===== src/rtl/amo_sequencer_pkg.sv =====
// Shared encodings for the RV32A atomic sequencer: ALU/AMO op codes, SC result codes and
// the sequencer state type.
package amo_sequencer_pkg;

    localparam int unsigned AMO_OP_WIDTH = 5;
    localparam int unsigned ALU_OP_WIDTH = 4;

    localparam logic [ALU_OP_WIDTH-1:0] ALU_OP_ADD = 4'd0;
    localparam logic [ALU_OP_WIDTH-1:0] ALU_OP_AMO = 4'd10;

    // AMO codes follow the RV32A funct5 field
    localparam logic [AMO_OP_WIDTH-1:0] AMO_OP_ADD  = 5'b00000;
    localparam logic [AMO_OP_WIDTH-1:0] AMO_OP_SWAP = 5'b00001;
    localparam logic [AMO_OP_WIDTH-1:0] AMO_OP_LR   = 5'b00010;
    localparam logic [AMO_OP_WIDTH-1:0] AMO_OP_SC   = 5'b00011;
    localparam logic [AMO_OP_WIDTH-1:0] AMO_OP_XOR  = 5'b00100;
    localparam logic [AMO_OP_WIDTH-1:0] AMO_OP_OR   = 5'b01000;
    localparam logic [AMO_OP_WIDTH-1:0] AMO_OP_AND  = 5'b01100;
    localparam logic [AMO_OP_WIDTH-1:0] AMO_OP_MIN  = 5'b10000;
    localparam logic [AMO_OP_WIDTH-1:0] AMO_OP_MAX  = 5'b10100;
    localparam logic [AMO_OP_WIDTH-1:0] AMO_OP_MINU = 5'b11000;
    localparam logic [AMO_OP_WIDTH-1:0] AMO_OP_MAXU = 5'b11100;

    localparam int unsigned SC_SUCCESS = 0;
    localparam int unsigned SC_FAIL    = 1;

    typedef enum logic [2:0] {
        StIdle,
        StRead,
        StCalc,
        StWrite,
        StDone
    } amo_state_t;

endpackage


===== src/rtl/amo_reservation.sv =====
// LR/SC reservation: one valid bit plus the reserved granule tag. Clear has priority over set.
module amo_reservation #(
    parameter int unsigned TAG_WIDTH = 30
) (
    input  logic                 clk,
    input  logic                 resetn,
    input  logic                 set,
    input  logic                 clear,
    input  logic [TAG_WIDTH-1:0] set_tag,
    input  logic [TAG_WIDTH-1:0] match_tag,
    output logic                 match
);

    logic                 valid;
    logic [TAG_WIDTH-1:0] tag;

    always_ff @(posedge clk or negedge resetn) begin
        if (!resetn) begin
            valid <= 1'b0;
            tag   <= '0;
        end else if (clear) begin
            valid <= 1'b0;
        end else if (set) begin
            valid <= 1'b1;
            tag   <= set_tag;
        end
    end

    assign match = valid && (tag == match_tag);

endmodule


===== src/rtl/amo_sequencer.sv =====
// RV32A atomic sequencer: runs the LR/SC/AMO read-modify-write on the data port and steers
// the shared ALU during the single compute cycle.
module amo_sequencer
    import amo_sequencer_pkg::*;
#(
    parameter int unsigned XLEN             = 32,
    parameter int unsigned RESV_GRANULE_LSB = 2
) (
    input  logic                    clk,
    input  logic                    resetn,
    input  logic                    amo_valid,
    output logic                    amo_ready,
    input  logic [AMO_OP_WIDTH-1:0] amo_op,
    input  logic [XLEN-1:0]         amo_addr,
    input  logic [XLEN-1:0]         amo_rs2,
    input  logic                    resv_clear,
    output logic                    done,
    output logic [XLEN-1:0]         rd_data,
    output logic                    fault,
    output logic                    mem_valid,
    input  logic                    mem_ready,
    output logic [3:0]              mem_wstrb,
    output logic [XLEN-1:0]         mem_addr,
    output logic [XLEN-1:0]         mem_wdata,
    input  logic [XLEN-1:0]         mem_rdata,
    output logic [ALU_OP_WIDTH-1:0] alu_op,
    output logic [AMO_OP_WIDTH-1:0] alu_amo_op,
    output logic [XLEN-1:0]         alu_a,
    output logic [XLEN-1:0]         alu_b,
    input  logic [XLEN-1:0]         alu_result
);

    localparam int unsigned TagWidth = XLEN - RESV_GRANULE_LSB;

    amo_state_t              state;
    logic [AMO_OP_WIDTH-1:0] op;
    logic [XLEN-1:0]         rs2;
    logic [XLEN-1:0]         old_val;
    logic                    aligned;
    logic                    accept;
    logic                    resv_set;
    logic                    resv_clr;
    logic                    resv_match;

    assign amo_ready = (state == StIdle);
    assign accept    = amo_ready && amo_valid;
    assign aligned   = (amo_addr[1:0] == 2'b00);
    assign resv_set  = (state == StRead) && mem_ready && (op == AMO_OP_LR);
    // Any aligned SC consumes the reservation, pass or fail
    assign resv_clr  = resv_clear || (accept && aligned && (amo_op == AMO_OP_SC));

    amo_reservation #(
        .TAG_WIDTH(TagWidth)
    ) u_reservation (
        .clk      (clk),
        .resetn   (resetn),
        .set      (resv_set),
        .clear    (resv_clr),
        .set_tag  (mem_addr[XLEN-1:RESV_GRANULE_LSB]),
        .match_tag(amo_addr[XLEN-1:RESV_GRANULE_LSB]),
        .match    (resv_match)
    );

    always_ff @(posedge clk or negedge resetn) begin
        if (!resetn) begin
            state      <= StIdle;
            op         <= '0;
            rs2        <= '0;
            old_val    <= '0;
            done       <= 1'b0;
            fault      <= 1'b0;
            rd_data    <= '0;
            mem_valid  <= 1'b0;
            mem_wstrb  <= 4'h0;
            mem_addr   <= '0;
            mem_wdata  <= '0;
            alu_op     <= ALU_OP_ADD;
            alu_amo_op <= '0;
            alu_a      <= '0;
            alu_b      <= '0;
        end else begin
            unique case (state)
                StIdle: begin
                    if (amo_valid) begin
                        op  <= amo_op;
                        rs2 <= amo_rs2;
                        if (!aligned) begin
                            fault   <= 1'b1;
                            rd_data <= '0;
                            done    <= 1'b1;
                            state   <= StDone;
                        end else if (amo_op == AMO_OP_SC) begin
                            if (resv_match) begin
                                mem_valid <= 1'b1;
                                mem_wstrb <= 4'hF;
                                mem_addr  <= {amo_addr[XLEN-1:2], 2'b00};
                                mem_wdata <= amo_rs2;
                                state     <= StWrite;
                            end else begin
                                rd_data <= XLEN'(SC_FAIL);
                                done    <= 1'b1;
                                state   <= StDone;
                            end
                        end else begin
                            mem_valid <= 1'b1;
                            mem_wstrb <= 4'h0;
                            mem_addr  <= {amo_addr[XLEN-1:2], 2'b00};
                            state     <= StRead;
                        end
                    end
                end
                StRead: begin
                    if (mem_ready) begin
                        old_val   <= mem_rdata;
                        mem_valid <= 1'b0;
                        if (op == AMO_OP_LR) begin
                            rd_data <= mem_rdata;
                            done    <= 1'b1;
                            state   <= StDone;
                        end else begin
                            alu_op     <= ALU_OP_AMO;
                            alu_amo_op <= op;
                            alu_a      <= mem_rdata;
                            alu_b      <= rs2;
                            state      <= StCalc;
                        end
                    end
                end
                StCalc: begin
                    // mem_wdata is the registered new value; SWAP does not use the ALU
                    mem_wdata <= (op == AMO_OP_SWAP) ? rs2 : alu_result;
                    alu_op    <= ALU_OP_ADD;
                    mem_valid <= 1'b1;
                    mem_wstrb <= 4'hF;
                    state     <= StWrite;
                end
                StWrite: begin
                    if (mem_ready) begin
                        mem_valid <= 1'b0;
                        mem_wstrb <= 4'h0;
                        rd_data   <= (op == AMO_OP_SC) ? XLEN'(SC_SUCCESS) : old_val;
                        done      <= 1'b1;
                        state     <= StDone;
                    end
                end
                StDone: begin
                    done  <= 1'b0;
                    fault <= 1'b0;
                    state <= StIdle;
                end
                default: state <= StIdle;
            endcase
        end
    end

endmodule


===== config.mk =====
export PLATFORM = sky130hd
export DESIGN_NAME = amo_sequencer
export DESIGN_NICKNAME = d
export VERILOG_FILES = /design/src/rtl/amo_sequencer_pkg.sv /design/src/rtl/amo_reservation.sv /design/src/rtl/amo_sequencer.sv
export SDC_FILE = /design/constraint.sdc
export NUM_CORES = 1
export LEC_CHECK = 0
export BUFFER_PORTS_ARGS = -buffer_cell sky130_fd_sc_hd__buf_2
export CAP_MARGIN = 25
export CORE_AREA = 4 4 144 159
export CTS_CLUSTER_SIZE = 24
export DETAILED_ROUTE_END_ITERATION = 7
export DIE_AREA = 0 0 148 163
export GPL_TIMING_DRIVEN = 0
export HOLD_SLACK_MARGIN = 0.06
export PLACE_DENSITY = 0.89
export SLEW_MARGIN = 20
export SYNTH_ARGS = -nofsm -noshare
export SYNTH_HDL_FRONTEND = slang
export SYNTH_HIERARCHICAL = 1
export SYNTH_SLANG_ARGS = --single-unit

===== constraint.sdc =====
create_clock -name clk -period 7.05 [get_ports clk]
set_clock_uncertainty 0.05 [all_clocks]
set_input_delay 0.705 -clock clk [delete_from_list [all_inputs] [get_ports clk]]
set_output_delay 0.705 -clock clk [all_outputs]
set_load 0.005 [all_outputs]

## Word level (Yosys, flattened, before mapping)

Cells that the tools add are included.
Widths: inputs -> output; s select.

- Equality and inequality tests: 23
- Multiplexer cells: 53
- Bitwise operators: 2
- Reduce and logical (&&, ||, !) cells: 31

Operators by type and width:

| kind | number |
|---|---|
| $mux 32 | 15 |
| $pmux 32 s3 | 1 |
| $pmux 32 s2 | 1 |
| $eq 30x30->1 | 1 |
| $mux 4 | 7 |
| $mux 3 | 7 |
| $mux 1 | 16 |
| $eq 5x2->1 const B | 3 |
| $reduce_and 5->1 | 3 |
| $reduce_and 7->1 | 2 |
| $ne 2x2->1 const B | 6 |
| $pmux 3 s4 | 1 |
| $pmux 4 s3 | 1 |
| $reduce_and 3->1 | 4 |
| $ne 2x1->1 const B | 5 |
| $reduce_bool 3->1 | 3 |
| $pmux 4 s2 | 1 |
| $reduce_bool 2->1 | 4 |
| $eq 3x2->1 const B | 2 |
| $logic_and 1x1->1 | 6 |
| $ne 3x3->1 const B | 2 |
| $reduce_and 2->1 | 3 |
| $eq 5x1->1 const B | 1 |
| $pmux 1 s4 | 1 |
| 12 further kinds | 13 |

- Bits in registers: 279
- Output and inout bits: 177
- Logic and storage cells: 126

## Depth between registers and ports, before layout

Gate-level depths: netlist (run 1).

- Word-level depth: 7
- Mapped depth: 9

## Modules after synthesis

The synthesis (run 1) kept the hierarchy.

Modules (own cells, without submodules):

| module | instances | cells an instance | area each (um^2) | sequential area each (um^2) |
|---|---|---|---|---|
| amo_sequencer | 1 | 755 | 10473.8 | 6005.8 |
| amo_reservation | 1 | 107 | 1475.2 | 775.7 |

## Worst setup path before layout (run 1)

No wires, ideal clock.

- Kind: in2reg
- Start: input port amo_addr[3]
- End: register mem_wdata[10]
- Arrival time: 2944 ps
- Data required time: 6875 ps
- Path slack: 3931 ps
- Stages on the path: 9
- Cell sequence: xnor2_1 -> nand4_1 -> or4_1 -> nor4_2 -> nor4bb_1 -> a211oi_2 -> a2bb2oi_2 -> buf_4 -> mux2_2

- Word-level cells in the longest chain between the ends: 4

Ends and longest elaborated chain:

| item | RTL line | source |
|---|---|---|
| start, declared | amo_sequencer.sv:14 | `input logic [XLEN-1:0] amo_addr,` |
| $eq 30x30->1 | amo_reservation.sv:29 | `assign match = valid && (tag == match_tag);` |
| $logic_and 1x1->1 | amo_reservation.sv:29 |  |
| net resv_match | amo_sequencer.sv:43 | `logic resv_match;` |
| $ne 2x1->1 (no line) | -- |  |
| $reduce_and 5->1 (no line) | -- |  |
| end signal, assigned | amo_sequencer.sv:97 | `mem_wdata <= amo_rs2;` |
| end signal, assigned | amo_sequencer.sv:131 | `mem_wdata <= (op == AMO_OP_SWAP) ? rs2 : alu_result;` |
| end, declared | amo_sequencer.sv:24 | `output logic [XLEN-1:0] mem_wdata,` |

The timed path passes the listed nets, and every way through them passes these cells.
A chain may end at the register's enable or synchronous reset.

## Worst setup path in the final report (run 1)

- Start: register u_reservation.tag[9]
- End: register mem_wdata[14]

- Word-level cells in the longest chain between the ends: 4

Ends and longest elaborated chain:

| item | RTL line | source |
|---|---|---|
| start, declared | amo_reservation.sv:15 | `logic [TAG_WIDTH-1:0] tag;` |
| start signal, assigned | amo_reservation.sv:25 | `tag <= set_tag;` |
| $eq 30x30->1 | amo_reservation.sv:29 |  |
| $logic_and 1x1->1 | amo_reservation.sv:29 |  |
| net resv_match | amo_sequencer.sv:43 |  |
| $ne 2x1->1 (no line) | -- |  |
| $reduce_and 5->1 (no line) | -- |  |

The timed path passes the listed nets, and every way through them passes these cells.

==> flow_summary.ini, run 1 <==
[status]
status = complete, no violations

[die]
io_pins = 315
die_x_um = 148
core_area_sq_mm = 0.02130
die-area_sq_mm = 0.02412
rows = 56
start_util_pct = 56.10
die_y_um = 163

[final_layout]
finalNonFillerCells = 1520
drive_above_1_share_pct = 53.22
syn_to_final_growth_pct = 24.99
fillers = 1527
final_net_count = 1344

[timing]
grt_setup_unrepaired = no
hold_viol_final = 0
clock.fmax_mhz = 293.6
setup_tns_ns = 0
finalCritPeriodShare_pct = 48.31
worstMarginPinSlew_ns = 0.7201
fin_crit_ns = 3.406
slew_violations = 0
setup_viol = 0
max_slew_margin_pct = 51.99

[clocking]
cts_buffers = 27
tritoncts = yes
hold_buffers = 0
clk_path_buf_depth = 3
cts_resized = 0
insertion_delay_ns = 0.54
htreeDepth = 1
postCtsSetupRepairBufs = 0
clockRootBuffer = clkbuf_16
clk_pin_slew_worst_paths_ns = 0.06
clkSinkCount = 271

[setup_path]
crit_required_ns = 7.41
crit_arrival_ns = 3.77
reg2regPathDepth = 9
rrSetupSlack_ns = 3.64
crit_start = u_reservation/tag[9]$_DFFE_PN0P_
r2r_end = mem_wdata[14]$_DFFE_PN0P_
crit_fanout = 10
cp-start-kind = flip-flop
timing.rr.start = u_reservation/tag[9]$_DFFE_PN0P_
crit_path_end_kind = flip-flop
crit_type = flip-flop to flip-flop

[logic_synthesis]
synthCells = 862
synth_edf_count = 0
synth-seq-cells = 271
synth_ff_type = dfrtp_1
post_synth.cell_area_avg_sq_um = 13.86
ys_seq_area_share_pct = 56.75
syn_area_sq_mm = 0.01195
yosysWarnings = 6
async_flop_share_pct = 100.0
synth.distinct_cells = 52

[route]
drtIter0Drc = 358
drt_pass1_iterations = 5
finalWirelength_um = 32150
drc = 0
drtAntennaViolNets = 0
wl_per_cell_um = 21.15
via_per_inst = 5.660
routed-via-count = 8603

[placed_design]
dpl.cell_count = 1467
dp_hpwl_um = 23060
portBuffers = 310
gp_congestion = 0.8405

[grt]
overflow = 0
first_global_vias = 9335
antenna_found_initial = 6
grt_max_degree = 103
grt_use_total_pct = 26.25
grt_pass1_wl_um = 50390

[worst_hold_path]
hold_path.class = input port to async pin

[power_and_ir_drop]
pwr_density_cell_mw_per_mm2 = 443.5
power_leakage_uw = 0.007129
peakVddDrop_uv = 303.0

[job]
maxCapViolCount = 0
-- final cells by class --
class                      count  area, sq um  area share [%]
multi-input combinational    524         4822           32.29
clock buffer                  34        752.0           5.035
sequential                   271         6782           45.40
buffer                        66        341.6           2.287
inverter                       4        15.01          0.1005
timing repair buffer         312         1617           10.82
clock inverter                16        236.5           1.583
antenna                        3        7.507         0.05026
tap                          290        362.8           2.429
-- logic make-up after synthesis --
group           share of synthesized area [%]
mux                                     25.64
other cells                           0.03138
buf+inv                                 2.984
flops                                   56.75
xor+xnor                                2.199
simple gates                            4.817
compound gates                          7.571
-- flip-flops by register name (all words and copies together), names as in the netlist, 3 cells and up --
signal / cells
state: 3
alu_b: 32
old_val: 32
rs2: 32
u_reservation/tag: 30
mem_wdata: 32
op: 5
alu_amo_op: 5
mem_addr: 30
rd_data: 32
alu_a: 32
-- where the power goes --
part           switching, uW  total, uW  internal, uW
clock                    606       1580           974
combinational           1070       2350          1270
sequential               443       2700          2260
total                   2120       6620          4500
-- critical path: stages, from the launching register on --
cell	delay (ns)
dfrtp_1	0.40
xnor2_1	0.20
nand4_1	0.11
or4_1	0.57
nor4_2	0.45
nor4bb_1	0.17
a211oi_2	0.35
a2bb2oi_2	0.33
buf_4	0.28
mux2_2	0.37
-- synth_stat cells (6+ instances only) --
cell,n,area [sq um]
o211ai_1,65,488.0
nand2_1,69,259.0
a22o_1,32,280.3
nor2b_1,6,37.54
mux2_1,12,135.1
mux2_4,28,420.4
nand4_1,7,43.79
dfrtp_1,271,6782
mux2_2,221,2489
buf_4,12,90.09
xnor2_1,26,227.7
buf_2,21,105.1
clkbuf_1,28,105.1
-- layout by cell type (no fill, tap or decap), types with 3 or more instances in the layout --
cell / instances
buf_2: 330
dfrtp_1: 271
mux2_2: 221
nand2_1: 69
o211ai_1: 65
a22o_1: 32
clkbuf_1: 30
mux2_4: 28
clkbuf_16: 27
xnor2_1: 26
buf_4: 12
mux2_1: 12
clkinv_2: 8
nand4_1: 7
nor2b_1: 6
bufinv_16: 6
nor2_1: 5
clkbuf_8: 5
inv_1: 4
conb_1: 4
xor2_1: 4
diode_2: 3
nor3_1: 3
nor4b_1: 3
a21oi_1: 3
buf_6: 3
-- layer usage --
metal / track usage [%] / vias to the layer above / wire, um
met4: 10.54 / 6 / 1239
li1: - / 3809 / -
met2: 45.77 / 369 / 16120
met5: 0 / - / 44
met1: 31.77 / 4323 / 12300
met3: 5.789 / 96 / 2439
-- stage by stage --
stage | util [%] | setup WS, ns | power [uW] | cell area [sq um] | hold slack [ns]
2_1_floorplan | - | 3.931 | 4036 | 11960 | 0.3594
3_3_place_gp | 65.14 | 0.3976 | 4923 | 13870 | 0.4137
3_5_place_dp | 65.44 | 3.292 | 5054 | 13940 | 0.4246
4_1_cts | 70.08 | 3.668 | 6660 | 14930 | 0.09090
5_1_grt | 70.12 | 3.485 | 6988 | 14940 | 0.1132
6_report | 70.12 | 3.644 | 6624 | 14940 | 0.08208
-- worst max path at each step --
stage	endpoint	slack (ns)
6_report	mem_wdata[14]$_DFFE_PN0P_	3.64
5_1_grt	u_reservation/tag[4]$_DFFE_PN0P_	3.49
4_1_cts	mem_wdata[14]$_DFFE_PN0P_	3.67
3_5_place_dp	mem_wdata[28]$_DFFE_PN0P_	3.29
3_3_place_gp	u_reservation/tag[18]$_DFFE_PN0P_	0.40
2_1_floorplan	mem_wdata[10]$_DFFE_PN0P_	3.93
(Power assumes the default switching activity.)
==> run 2, diff against run 1 <==
--- a/config.mk
+++ b/config.mk
@@ -7,13 +7,13 @@
 export LEC_CHECK = 0
 export BUFFER_PORTS_ARGS = -buffer_cell sky130_fd_sc_hd__buf_2
 export CAP_MARGIN = 25
-export CORE_AREA = 4 4 144 159
+export CORE_AREA = 4 4 149 165
 export CTS_CLUSTER_SIZE = 24
 export DETAILED_ROUTE_END_ITERATION = 7
-export DIE_AREA = 0 0 148 163
+export DIE_AREA = 0 0 153 169
 export GPL_TIMING_DRIVEN = 0
 export HOLD_SLACK_MARGIN = 0.06
-export PLACE_DENSITY = 0.89
+export PLACE_DENSITY = 0.84
 export SLEW_MARGIN = 20
 export SYNTH_ARGS = -nofsm -noshare
 export SYNTH_HDL_FRONTEND = slang
==> constraint.sdc (replaced) <==
create_clock -name clk -period 3.5 [get_ports clk]
set_clock_uncertainty 0.05 [all_clocks]
set_input_delay 0.35 -clock clk [delete_from_list [all_inputs] [get_ports clk]]
set_output_delay 0.35 -clock clk [all_outputs]
set_load 0.005 [all_outputs]
==> flow_summary.ini, run 2 (synthesis gave the netlist of run 1 again) <==
[job]
maxCapViolCount = 0

[timing]
setup_viol = 0
hold_viol_final = 0
finalCritPeriodShare_pct = 96.80
grt_setup_unrepaired = no
fin_crit_ns = 3.388
clock.fmax_mhz = 295.2
worstMarginPinSlew_ns = 0.7074
slew_violations = 0
max_slew_margin_pct = 52.84

[setup_path]
crit_type = input port to flip-flop
cp-start-kind = input port
crit_fanout = 10
crit_path_end_kind = flip-flop
crit_required_ns = 3.87
crit_arrival_ns = 3.76

[final_layout]
fillers = 1490
syn_to_final_growth_pct = 34.55
final_common_cell = buf_2
fin_area_sq_mm = 0.01608
drive_above_1_share_pct = 49.21
final_net_count = 1452
antennaDiodeCount = 0
regArea_sq_mm = 0.006782
multi_input_area_sq_mm = 0.004848
most-common-layout-cells = 330 x buf_2, 271 x dfrtp_1, 221 x mux2_2

[die]
die_y_um = 169
rows = 58
start_util_pct = 52.44
io_pins = 315
die-area_sq_mm = 0.02586
core_area_sq_mm = 0.02279
die_x_um = 153

[grt]
grt_pass1_wl_um = 56240
antenna_found_initial = 1
grt_max_degree = 96
grt_use_total_pct = 27.12
first_global_vias = 10010
overflow = 0

[route]
finalWirelength_um = 35430
drtAntennaViolNets = 0
drt_pass1_iterations = 5
wl_per_cell_um = 21.64
drc = 0
via_per_inst = 5.576
drtIter0Drc = 437
routed-via-count = 9128

[clocking]
tritoncts = yes
clk_pin_slew_worst_paths_ns = 0.06
clk_path_buf_depth = 3
insertion_delay_ns = 0.54
clkSinkCount = 271
cts_buffers = 29
clockRootBuffer = clkbuf_16
htreeDepth = 1

[placed_design]
dp_hpwl_um = 23050
placed_area_sq_mm = 0.01398
portBuffers = 310
gp_congestion = 0.8307

[power_and_ir_drop]
peakVddDrop_uv = 578.3
finalPower_uw = 13650
pwr_density_cell_mw_per_mm2 = 848.9
power_leakage_uw = 0.007623

[status]
status = complete, no violations

[worst_hold_path]
hold_path.class = input port to flip-flop
-- run 2: changes by cell type in the layout (fill, tap and decap cells not counted), sizes merged, moves of 2 or more --
cell,change
dlygate4sd3,+103
clkbuf,+7
diode,-3
bufinv,-2
buf,+3
-- run 2: path summary, 6_finish.rpt --
check	startpoint	to	slack, ns	cells past startpoint
max reg2reg	u_reservation/tag[14]$_DFFE_PN0P_	mem_wdata[29]$_DFFE_PN0P_	0.21	9
max	amo_addr[28]	mem_wdata[29]$_DFFE_PN0P_	0.11	11
max in group asynchronous	resetn	mem_addr[30]$_DFFE_PN0P_	1.97	4
min	mem_rdata[0]	old_val[0]$_DFFE_PN0P_	0.08	2
min reg2reg	fault$_DFFE_PN0P_	fault$_DFFE_PN0P_	0.43	2
min in group asynchronous	resetn	alu_b[10]$_DFFE_PN0P_	0.26	2
-- run 2: routing by layer --
layer	share of wire, %	track usage [%]	routed length (um)
met2	51	48.08	17980
met1	38	32.55	13380
met4	4.2	9.880	1475
met3	7.3	6.137	2579
met5	0.031	0	11
-- run 2: what timing repair did --
action	CTS	global route
hold buffers	103	0
endpoints found under the hold margin	230	0
setup buffers	0	2
setup endpoints to repair	0	91
resized for setup	0	4
-- run 2: cell type report --
class | count | share of cell area [%]
flip-flops and latches | 271 | 42.18
repair buffers | 418 | 16.73
inverters | 4 | 0.09339
multi-input cells | 524 | 30.16
well taps | 300 | 2.335
clock inverters | 13 | 1.089
clock buffers | 41 | 5.292
plain buffers | 66 | 2.125
-- run 2: power breakdown --
part / internal (uW) / switching, uW
Combinational: 2680 / 2230
Sequential: 4540 / 927
Clock: 1990 / 1280
-- run 2: worst max-delay path: stages --
cell and delay [ns]:
dlygate4sd3_1 0.54, buf_2 0.14, xnor2_1 0.17, nand4_1 0.13, or4_1 0.58, nor4_4 0.41, nor4bb_1 0.16, a211oi_2 0.39
a2bb2oi_4 0.27, buf_4 0.25, mux2_2 0.36
-- run 2: per-stage QoR --
stage / hold WS, ns / utilization (%) / setup slack, ns / cells / setup TNS [ns]
global placement: 0.4172 / 60.94 / -2.837 / 1475 / -762.55
finish: 0.08052 / 70.56 / 0.1119 / 1637 / 0
detailed placement: 0.2250 / 61.35 / -0.03128 / 1478 / -0.7940
global route: 0.06279 / 70.56 / 0.005707 / 1637 / 0
CTS: 0.06004 / 70.38 / 0.002684 / 1635 / 0
floorplan: 0.004409 / - / 0.7254 / 865 / 0
==> run 3, diff against run 2 <==
--- a/config.mk
+++ b/config.mk
@@ -7,13 +7,14 @@
 export LEC_CHECK = 0
 export BUFFER_PORTS_ARGS = -buffer_cell sky130_fd_sc_hd__buf_2
 export CAP_MARGIN = 25
-export CORE_AREA = 4 4 149 165
+export CELL_PAD_IN_SITES_DETAIL_PLACEMENT = 1
+export CELL_PAD_IN_SITES_GLOBAL_PLACEMENT = 1
+export CORE_AREA = 4 4 175 193
 export CTS_CLUSTER_SIZE = 24
 export DETAILED_ROUTE_END_ITERATION = 7
-export DIE_AREA = 0 0 153 169
-export GPL_TIMING_DRIVEN = 0
+export DIE_AREA = 0 0 179 197
 export HOLD_SLACK_MARGIN = 0.06
-export PLACE_DENSITY = 0.84
+export PLACE_DENSITY = 0.8
 export SLEW_MARGIN = 20
 export SYNTH_ARGS = -nofsm -noshare
 export SYNTH_HDL_FRONTEND = slang
==> constraint.sdc (replaced) <==
create_clock -name clk -period 2.93 [get_ports clk]
set_clock_uncertainty 0.05 [all_clocks]
set_input_delay 0.293 -clock clk [delete_from_list [all_inputs] [get_ports clk]]
set_output_delay 0.293 -clock clk [all_outputs]
set_load 0.005 [all_outputs]
==> flow_summary.ini, run 3 (synthesis gave the netlist of run 1 again) <==
[setup_path]
cp.depth = 12
crit_top_cell = buf_4
cpLargestDelayFamily = simple AND/OR/NAND/NOR gates
r2r_end = mem_wdata[2]$_DFFE_PN0P_
cp-start-kind = flip-flop
crit_path_end = mem_wdata[2]$_DFFE_PN0P_
reg2regPathDepth = 12
crit_fanout = 5
crit_arrival_ns = 3.41
rrSetupSlack_ns = -0.10
timing.rr.start = u_reservation/tag[22]$_DFFE_PN0P_
path_buf_inv = 4
crit_path_end_kind = flip-flop
cpMaxStageDelayCell = or4_4
crit_required_ns = 3.31
crit_start = u_reservation/tag[22]$_DFFE_PN0P_
crit_type = flip-flop to flip-flop
slowest_delay_ns = 0.53
cp_cell_sequence = xnor2_1 > nand4_1 > or4_4 > nor4_4 > buf_4 > nor4bb_4 > a211oi_2 > buf_4 > a2bb2oi_4 > buf_8 > clkbuf_16 > mux2_2

[timing]
finalCritPeriodShare_pct = 103.6
grt_setup_unrepaired = yes
clock.fmax_mhz = 329.6
max_slew_margin_pct = 57.32
fin_crit_ns = 3.034
hold_viol_final = 0
setup_viol = 62
slew_violations = 0
worstMarginPinSlew_ns = 0.6314
fin_ws_ns = -0.1044

[final_layout]
finalNonFillerCells = 1739
most-common-layout-cells = 309 x buf_2, 271 x dfrtp_1, 193 x mux2_2
syn_to_final_growth_pct = 38.83
drive_above_1_share_pct = 51.22
final_net_count = 1429
final_common_cell = buf_2

[route]
drtAntennaViolNets = 0
via_per_inst = 5.149
met1_length_um = 14880
drt_pass1_iterations = 4
drc = 0
finalWirelength_um = 38920
drtIter0Drc = 286
dr_wl_met3_um = 2300
top_layer = met5
dr_wl_met2_um = 20430
routed-via-count = 8954
wl_per_cell_um = 22.38

[placed_design]
gp_congestion = 0.7882
dpl.cell_count = 1561
dp_hpwl_um = 23540
portBuffers = 310

[status]
status = complete, but fails checks
violations = negative setup slack

[power_and_ir_drop]
finalPower_uw = 16550
peakVddDrop_uv = 548.9
pwr_density_cell_mw_per_mm2 = 997.9
power_leakage_uw = 0.007750

[die]
start_util_pct = 37.85
die-area_sq_mm = 0.03526
core_area_sq_mm = 0.03157
io_pins = 315
die_x_um = 179
die_y_um = 197
rows = 68

[grt]
grt_max_degree = 75
overflow = 0
antenna_found_initial = 8
grt_pass1_wl_um = 59220
first_global_vias = 10320
grt_use_total_pct = 21.36

[clocking]
tritoncts = yes
insertion_delay_ns = 0.55
clk_path_buf_depth = 3
htreeDepth = 1
clockRootBuffer = clkbuf_16
clk_pin_slew_worst_paths_ns = 0.06
cts_buffers = 30
clkSinkCount = 271

[worst_hold_path]
hold_path.class = input port to flip-flop

[job]
maxCapViolCount = 0
==> run 3: metal layers <==
layer | vias to the layer above | track usage, %
met5 | - | 0
met4 | 2 | 7.478
met3 | 84 | 4.681
met2 | 274 | 39.09
met1 | 4612 | 24.39
li1 | 3982 | -
==> run 3: how the worst min path moves through the flow <==
stage / startpoint / endpoint / slack (ns) / depth (start not counted)
after floorplan: resetn / alu_a[0]$_DFFE_PN0P_ / -0.05 / 0
after global placement: resetn / alu_b[0]$_DFFE_PN0P_ / 0.28 / 1
after detailed placement: resetn / alu_b[0]$_DFFE_PN0P_ / 0.29 / 1
after CTS: alu_result[17] / mem_wdata[17]$_DFFE_PN0P_ / 0.08 / 4
after global routing: alu_result[11] / mem_wdata[11]$_DFFE_PN0P_ / 0.09 / 4
final: alu_result[11] / mem_wdata[11]$_DFFE_PN0P_ / 0.11 / 4
==> run 3: layout make-up <==
type | count | area [sq um]
Multi-Input combinational cell | 524 | 5031
Fill cell | 3204 | 14980
Tap cell | 420 | 525.5
Inverter | 4 | 15.01
Clock inverter | 7 | 68.82
Clock buffer | 46 | 922.1
Timing Repair Buffer | 460 | 3227
Antenna cell | 7 | 17.52
Sequential cell | 271 | 6782
==> run 3: metrics by stage <==
| stage | instance area (sq um) | utilization, % | TNS (ns) | hold WS, ns | setup slack [ns] |
|---|---|---|---|---|---|
| floorplan | 11960 | - | 0 | -0.05259 | 0.1554 |
| global placement | 14120 | 44.74 | -15.80 | 0.2781 | -0.2938 |
| detailed placement | 14120 | 44.74 | -19.93 | 0.2945 | -0.3155 |
| CTS | 16340 | 51.78 | -4.095 | 0.08098 | -0.1082 |
| global route | 16580 | 52.54 | -12.77 | 0.08948 | -0.2225 |
| finish | 16590 | 52.55 | -3.580 | 0.1109 | -0.1044 |
==> run 3: worst register-to-register path: stages, from the launching register on <==
cell and delay [ns]:
dfrtp_1 0.40, xnor2_1 0.19, nand4_1 0.17, or4_4 0.53, nor4_4 0.19, buf_4 0.18
nor4bb_4 0.05, a211oi_2 0.18, buf_4 0.16, a2bb2oi_4 0.17, buf_8 0.17, clkbuf_16 0.15
mux2_2 0.33
==> run 3: repair_timing <==
action / 4_1_cts / 5_1_grt
gates cloned: 3 / 4
resized for setup: 21 / 25
buffers inserted: 4 / 3
endpoints found under the hold margin: 202 / 0
hold buffers: 105 / 0
endpoints found under the setup margin: 93 / 94
pin swaps: 5 / 4
==> run 3: power breakdown <==
part	switching [uW]	internal, uW
Sequential	1150	5430
Combinational	2750	3460
Clock	1530	2240
Total	5420	11100
